## src/rtl/change_arbiter.sv

```systemverilog
// Two-vendor change dispenser: round-robin grant, greedy 10/1 coin payout
// with hopper stock tracking, dispenser handshake and jam timeout.
module change_arbiter #(
    parameter int WIDTH   = 8,
    parameter int TIMEOUT = 15
) (
    input  logic             clk,
    input  logic             rst,
    input  logic [1:0]       req,
    input  logic [WIDTH-1:0] amount0,
    input  logic [WIDTH-1:0] amount1,
    output logic [1:0]       grant,
    output logic [1:0]       done,
    output logic [1:0]       short,
    output logic             ten_drop,
    output logic             one_drop,
    input  logic             drop_ack,
    input  logic             load_en,
    input  logic [WIDTH-1:0] load_ten,
    input  logic [WIDTH-1:0] load_one,
    output logic [WIDTH-1:0] remaining,
    output logic [WIDTH-1:0] ten_stock,
    output logic [WIDTH-1:0] one_stock,
    output logic             busy,
    output logic             fault
);

    typedef enum logic [2:0] {
        IDLE, DECIDE, DROP, WAIT, DONE, SHORT, FAULT
    } state_t;

    localparam int               TW       = $clog2(TIMEOUT + 1);
    localparam logic [TW-1:0]    TMO_LAST = TW'(TIMEOUT - 1);
    localparam logic [WIDTH-1:0] TEN      = WIDTH'(10);
    localparam logic [WIDTH-1:0] ONE      = WIDTH'(1);

    state_t           state, state_n;
    logic [1:0]       grant_q;
    logic [1:0]       grant_pick;
    logic             rr_q;          // 1: vendor 1 wins a tie next time
    logic             coin_ten_q, coin_ten_n;
    logic [WIDTH-1:0] remaining_q;
    logic [WIDTH-1:0] ten_q, one_q;
    logic [TW-1:0]    tmo_q;

    // NOTE: every always_comb output gets a default first so no path infers a latch.
    always_comb begin
        state_n    = state;
        coin_ten_n = coin_ten_q;
        grant_pick = 2'b00;
        case (state)
            IDLE: begin
                if (req[0] && (!req[1] || !rr_q))
                    grant_pick = 2'b01;
                else if (req[1])
                    grant_pick = 2'b10;
                if (grant_pick != 2'b00)
                    state_n = DECIDE;
            end
            DECIDE: begin
                if (remaining_q == '0) begin
                    state_n = DONE;
                end else if (remaining_q >= TEN && ten_q != '0) begin
                    state_n    = DROP;
                    coin_ten_n = 1'b1;
                end else if (one_q != '0) begin
                    state_n    = DROP;
                    coin_ten_n = 1'b0;
                end else begin
                    state_n = SHORT;
                end
            end
            DROP:  state_n = WAIT;
            WAIT: begin
                if (drop_ack)
                    state_n = DECIDE;
                else if (tmo_q == TMO_LAST)
                    state_n = FAULT;
            end
            DONE:    state_n = IDLE;
            SHORT:   state_n = IDLE;
            FAULT:   state_n = FAULT;
            default: state_n = IDLE;
        endcase
    end

    // NOTE: sequential state uses non-blocking assignments so every register
    // samples pre-edge values regardless of statement order.
    always_ff @(posedge clk) begin
        if (rst)
            state <= IDLE;
        else
            state <= state_n;
    end

    always_ff @(posedge clk) begin
        if (rst) begin
            grant_q     <= '0;
            rr_q        <= 1'b0;
            coin_ten_q  <= 1'b0;
            remaining_q <= '0;
            ten_q       <= '0;
            one_q       <= '0;
            tmo_q       <= '0;
        end else begin
            coin_ten_q <= coin_ten_n;
            case (state)
                IDLE: begin
                    if (load_en) begin
                        ten_q <= load_ten;
                        one_q <= load_one;
                    end
                    if (grant_pick != 2'b00) begin
                        grant_q     <= grant_pick;
                        rr_q        <= grant_pick[0];
                        remaining_q <= grant_pick[0] ? amount0 : amount1;
                    end
                end
                DROP: tmo_q <= '0;
                WAIT: begin
                    if (drop_ack) begin
                        // DECIDE already guaranteed stock>0; guards keep counters from wrapping.
                        if (coin_ten_q) begin
                            remaining_q <= remaining_q - TEN;
                            if (ten_q != '0) ten_q <= ten_q - ONE;
                        end else begin
                            remaining_q <= remaining_q - ONE;
                            if (one_q != '0) one_q <= one_q - ONE;
                        end
                    end else begin
                        tmo_q <= tmo_q + 1'b1;
                    end
                end
                DONE, SHORT: grant_q <= '0;
                default: ;
            endcase
        end
    end

    assign grant     = grant_q;
    assign done      = (state == DONE)  ? grant_q : 2'b00;
    assign short     = (state == SHORT) ? grant_q : 2'b00;
    assign ten_drop  = (state == DROP) &&  coin_ten_q;
    assign one_drop  = (state == DROP) && !coin_ten_q;
    assign remaining = remaining_q;
    assign ten_stock = ten_q;
    assign one_stock = one_q;
    assign busy      = (state != IDLE);
    assign fault     = (state == FAULT);

endmodule

```

## config.mk

```make
export PLATFORM = sky130hd
export DESIGN_NAME = change_arbiter
export DESIGN_NICKNAME = d
export VERILOG_FILES = /design/src/rtl/change_arbiter.sv
export SDC_FILE = /design/constraint.sdc
export NUM_CORES = 1
export LEC_CHECK = 0
export ABC_AREA = 1
export CORE_MARGIN = 8
export CORE_UTILIZATION = 53
export CTS_CLUSTER_DIAMETER = 200
export CTS_CLUSTER_SIZE = 8
export DETAILED_ROUTE_END_ITERATION = 10
export DONT_BUFFER_PORTS = 1
export HOLD_SLACK_MARGIN = 0.1
export PLACE_DENSITY = 0.67
export SYNTH_ARGS = -nofsm -noshare
export SYNTH_HDL_FRONTEND = slang
export SYNTH_SLANG_ARGS = --single-unit
export TNS_END_PERCENT = 100
```

## constraint.sdc

```tcl
create_clock -name clk -period 2.8 [get_ports clk]
set_clock_uncertainty 0.15 [all_clocks]
set_input_delay 0.7 -clock clk [delete_from_list [all_inputs] [get_ports clk]]
set_output_delay 0.7 -clock clk [all_outputs]
set_load 0.02 [all_outputs]
```

* Word level (Yosys, flattened, before mapping) *
Cells that the tools add are included.

operators by class
  add/sub/neg operators = 5
  muxes and demuxes = 34
  magnitude comparators = 1
  equality and inequality tests = 17
  reductions and logical operators = 28
  bitwise operators = 1

operators with widths
  kind                 count
  $mux 8               12
  $pmux 8 s2           3
  $sub 8x1->8 const B  3
  $mux 3               6
  $ne 2x2->1 const B   9
  $reduce_bool 8->1    2
  $pmux 3 s5           1
  $mux 2               7
  $reduce_bool 2->1    6
  $reduce_and 5->1     2
  $eq 3x3->1 const B   3
  $ge 8x4->1 const B   1
  $logic_not 8->1      1
  $pmux 4 s2           1
  $reduce_and 2->1     4
  $sub 8x4->8 const B  1
  $eq 3x2->1 const B   2
  $reduce_and 3->1     2
  $add 4x1->4 const B  1
  $eq 4x4->1 const B   1
  $logic_and 1x1->1    4
  $mux 4               1
  $pmux 2 s2           1
  $eq 3x1->1 const B   1
  other kinds (8)      11

word-level totals
  input bits = 38
  output and inout port bits = 34
  register bits = 35
  word-level logic and storage cells = 94

* Longest topological paths before layout *
  depth after elaboration = 9
  mapped depth = 12
  depth with buffers taken out = 12

* Least setup slack after synthesis *
No wires, ideal clock.

  kind = register to output
  from = register state[0]
  to = output one_drop
  buffers on the path = 0
  data required time = 1950 ps
  arrival time = 1132 ps
  path slack = 818 ps
  stages on the path, launching flop included = 6
  path through = dfxtp_1 inv_2 nand2_1 nor2_1 inv_1 nor2_1

between the ends
  cells in the longest elaborated chain, start to end = 2

RTL lines
  item                    line  text
  from (decl)             37    state_t state, state_n;
  from (signal assigned)  93    state <= state_n;
  $eq 3x2->1              144   assign one_drop = (state == DROP) && !coin_ten_q;
  $logic_and 1x1->1       144
  to (decl)               16    output logic one_drop,

No other way between the ends.

* Final worst setup path *
Same ends and word-level chain as after synthesis.

==> out/metrics.csv <==
stage,metric,value,unit
run,Max Cap Violations,0,
power_and_ir_drop,sw power,1.82,mW
cells_and_area,diode count,0,
logic_synthesis,"top cells by area, synth","dfxtp_1 28%, nand2_1 12%, nor2_1 9.9%",
power_and_ir_drop,Comb pwr share,55.4,%
setup_path,critical path's slowest cell,dfxtp_1,
floorplanning,Die ar.,7190,µm²
drt,Iter 0 DRT Violations,106,
run_status,status,finished clean,
sta,Max Clock Freq,412,MHz
setup_path,worst stage delay on the critical path,0.36,ns
sta,final hold slack,0.318,ns
clocking,cts hold-fix bufs,0,
hold_path,Min-Delay Path Class,flip-flop to flip-flop,
cells_and_area,Multi-input gate area,1540,µm²
setup_path,RR Startpoint,ten_stock[0],
placement,Final GP Congestion,0.820,
sta,fin crit period,2.42,ns
clocking,TritonCTS buffer count,5,
hold_path,Hold Startpoint,rr_q,
sta,Slew HR,55.5,%
logic_synthesis,"area leader, netlist",dfxtp_1,
logic_synthesis,Async SR Flop Fraction,0,%
sta,final setup fails,0,
drt,WL final,6.44,mm
cells_and_area,share of layout cells above drive strength 1,9.41,%
setup_path,CP max FO,4,
power_and_ir_drop,Sw Share,55.5,%
logic_synthesis,"FF+latch count, synth",35,
clocking,Worst-Skew Late Latency,0.28,ns
logic_synthesis,Main synth FF type,dfxtp_1,
global_routing,first-pass GRT wire length,10.6,mm
sta,Least-Margin Pin Slew,0.666,ns
logic_synthesis,Avg Synthesized Cell Area,6.34,µm²
logic_synthesis,Yosys top cell area share,27.9,%
cells_and_area,final core occ,55.8,%
sta,final hold vios,0,
setup_path,WP data required,1.95,ns
floorplanning,IO Count,72,
sta,max-slew violations,0,
cells_and_area,final net count,439,
floorplanning,Die Width,84.8,µm
setup_path,CP Cell Sequence,"inv_2, nand2_1, nor2_1, inv_1, nor2_1",
setup_path,WP data arrival,1.57,ns
sta,worst setup margin,0.376,ns
cells_and_area,register area,701,µm²
clocking,H-tree levels,2,
hold_path,Hold Path Cell Cnt,2,
clocking,Root Buffer,clkbuf_8,
global_routing,global-route usage over all layers,17.8,%
logic_synthesis,register area share after synthesis,27.9,%
floorplanning,Die H,84.8,µm
global_routing,antenna violations before repair,0,
cells_and_area,synthesis-to-finish area growth,2.89,%
power_and_ir_drop,cell internal pwr,1.46,mW
global_routing,M1 GR Usage,21.7,%
global_routing,GR Overflow Total,0,
setup_path,Worst R2R Path Depth,10,
clocking,setup bufs post-CTS,0,
drt,Detailed Routing Iterations Pass 1,4,
floorplanning,Core Rows,25,
floorplanning,Core Region,4630,µm²
sta,crit share post-route,86.6,%
power_and_ir_drop,clock group share of total power,11.0,%
sta,post-route setup TNS,0,ns
placement,Port Buffer Count,0,
power_and_ir_drop,leakage power,1.18,nW
global_routing,largest net degree at the start of global routing,26,
logic_synthesis,Syn Inst Count,396,
drt,# DRC,0,
placement,Setup WS pre-CTS,0.676,ns
setup_path,CP dominant cell by count,nor2_1,
clocking,CTS clock-pin slew for the worst setup and hold paths,0.07,ns
clocking,clock sink total,35,
setup_path,CP top delay family,simple AND/OR/NAND/NOR gates,
power_and_ir_drop,worst vdd ir,504,µV
global_routing,vias in the first global route,2210,
logic_synthesis,Mapped Nets,443,
global_routing,GR peak layer,met2,
drt,vias per inst,5.41,
clocking,CTS max path bufs,2,
placement,hpwl dp,4.94,mm
global_routing,met2 usage,29.8,%
power_and_ir_drop,Flop pwr share,33.6,%
logic_synthesis,"Distinct cells, synth",36,
power_and_ir_drop,total power,3.28,mW
power_and_ir_drop,Power Dens Cells,1270,nW/µm²
floorplanning,Initial Util,54.2,%
sta,RSZ-0062 raised after global routing,no,
drt,remaining antenna violation count,0,
clocking,post-cts sizing count,0,
clocking,CTS tree,yes,
setup_path,startpoint types,flip-flop,
setup_path,CP Class,flip-flop to output port,
setup_path,Reg2Reg Setup Slack,0.70,ns
logic_synthesis,Yosys Warn Count,0,
hold_path,WHS Endpoint,rr_q,
setup_path,Critical Path Sink Type,output port,
logic_synthesis,Netlist Area Pre-Place,2510,µm²
setup_path,CP bufs+invs,2,
drt,vias post-DR,2418,
cells_and_area,# fillers,494,
drt,wire per inst,14.4,µm
setup_path,reg2reg end,ten_stock[1],
global_routing,met3 Usage GRT,5.98,%
logic_synthesis,number of synthesized flops with an enable pin,0,
## worst max-delay path by stage
stage                         from       end  slack [ns]  depth (start not counted)
final                     state[0]  one_drop        0.38                          5
after global routing      state[0]  ten_drop        0.24                          5
after CTS                 state[0]  one_drop        0.36                          5
after detailed placement  state[0]  one_drop        0.68                          5
after global placement    state[0]  ten_drop        0.71                          5
after floorplan           state[0]  one_drop        0.82                          5
## metrics by stage
stage               instance area, µm²  cells
CTS                               2580    447
finish                            2580    447
global route                      2580    447
floorplan                         2510    396
detailed placement                2500    439
global placement                  2500    439
## layout make-up
cell class                 count  share of cell area (%)
timing repair buffer           1                   0.291
multi-input combinational    300                    59.6
sequential                    35                    27.1
tap                           54                    2.62
clock inverter                 1                   0.194
inverter                      49                    7.22
clock buffer                   7                    2.96
## cells by family after synthesis
group / count (synthesis) / share of synthesized area [%]
compound gates: 83 / 18.4
xor+xnor: 5 / 1.74
fa+ha+maj: 9 / 4.49
buf+inv: 61 / 10.8
flops: 35 / 27.9
simple gates: 203 / 36.7
## power groups by stage
stage | Clock [mW] | Combinational [mW] | Sequential (mW)
after floorplan | 0 | 1.61 | 1.02
after global placement | 0 | 1.79 | 1.11
after detailed placement | 0 | 1.81 | 1.12
after CTS | 0.370 | 1.82 | 1.11
after global routing | 0.394 | 2.10 | 1.14
final | 0.359 | 1.82 | 1.10
## worst reg2reg max path, stage by stage, from the launching register on
cell     delay, ns
dfxtp_1       0.50
inv_1         0.11
ha_1          0.28
nand2_1       0.10
nor2_1        0.06
nand2_1       0.05
nand2_1       0.08
nor2_4        0.28
inv_1         0.20
nor2_1        0.13
nor2_1        0.05
## registers in the layout, indices dropped and copies added, names as in the netlist
| register | flops |
|---|---|
| ten_stock | 8 |
| grant | 2 |
| coin_ten_q | 1 |
| tmo_q | 4 |
| remaining | 8 |
| rr_q | 1 |
| state | 3 |
| one_stock | 8 |
## cells in the mapped netlist, drive strengths merged, types with 3 or more instances
cell type  instances
a21oi             26
buf                9
clkbuf             3
dfxtp             35
ha                 9
inv               49
nand2             86
nand3             35
nand4              4
nor2              72
o21ai             53
xnor2              4
## layout by cell type, fill, tap and decap left out, types with 4 or more instances in the layout
cell	n
a21oi_1	25
clkbuf_8	5
dfxtp_1	35
ha_1	9
inv_1	40
inv_2	8
nand2_1	82
nand2_2	4
nand3_1	32
nand4_1	4
nor2_1	66
o21ai_0	39
o21ai_1	9
xnor2_1	4
## routing by layer
metal / up-vias / wire [µm]
met5: - / 0
met4: 0 / 19
met3: 2 / 518
met2: 66 / 3050
met1: 1089 / 2850
li1: 1261 / -
Power figures use the tool's default switching activity.
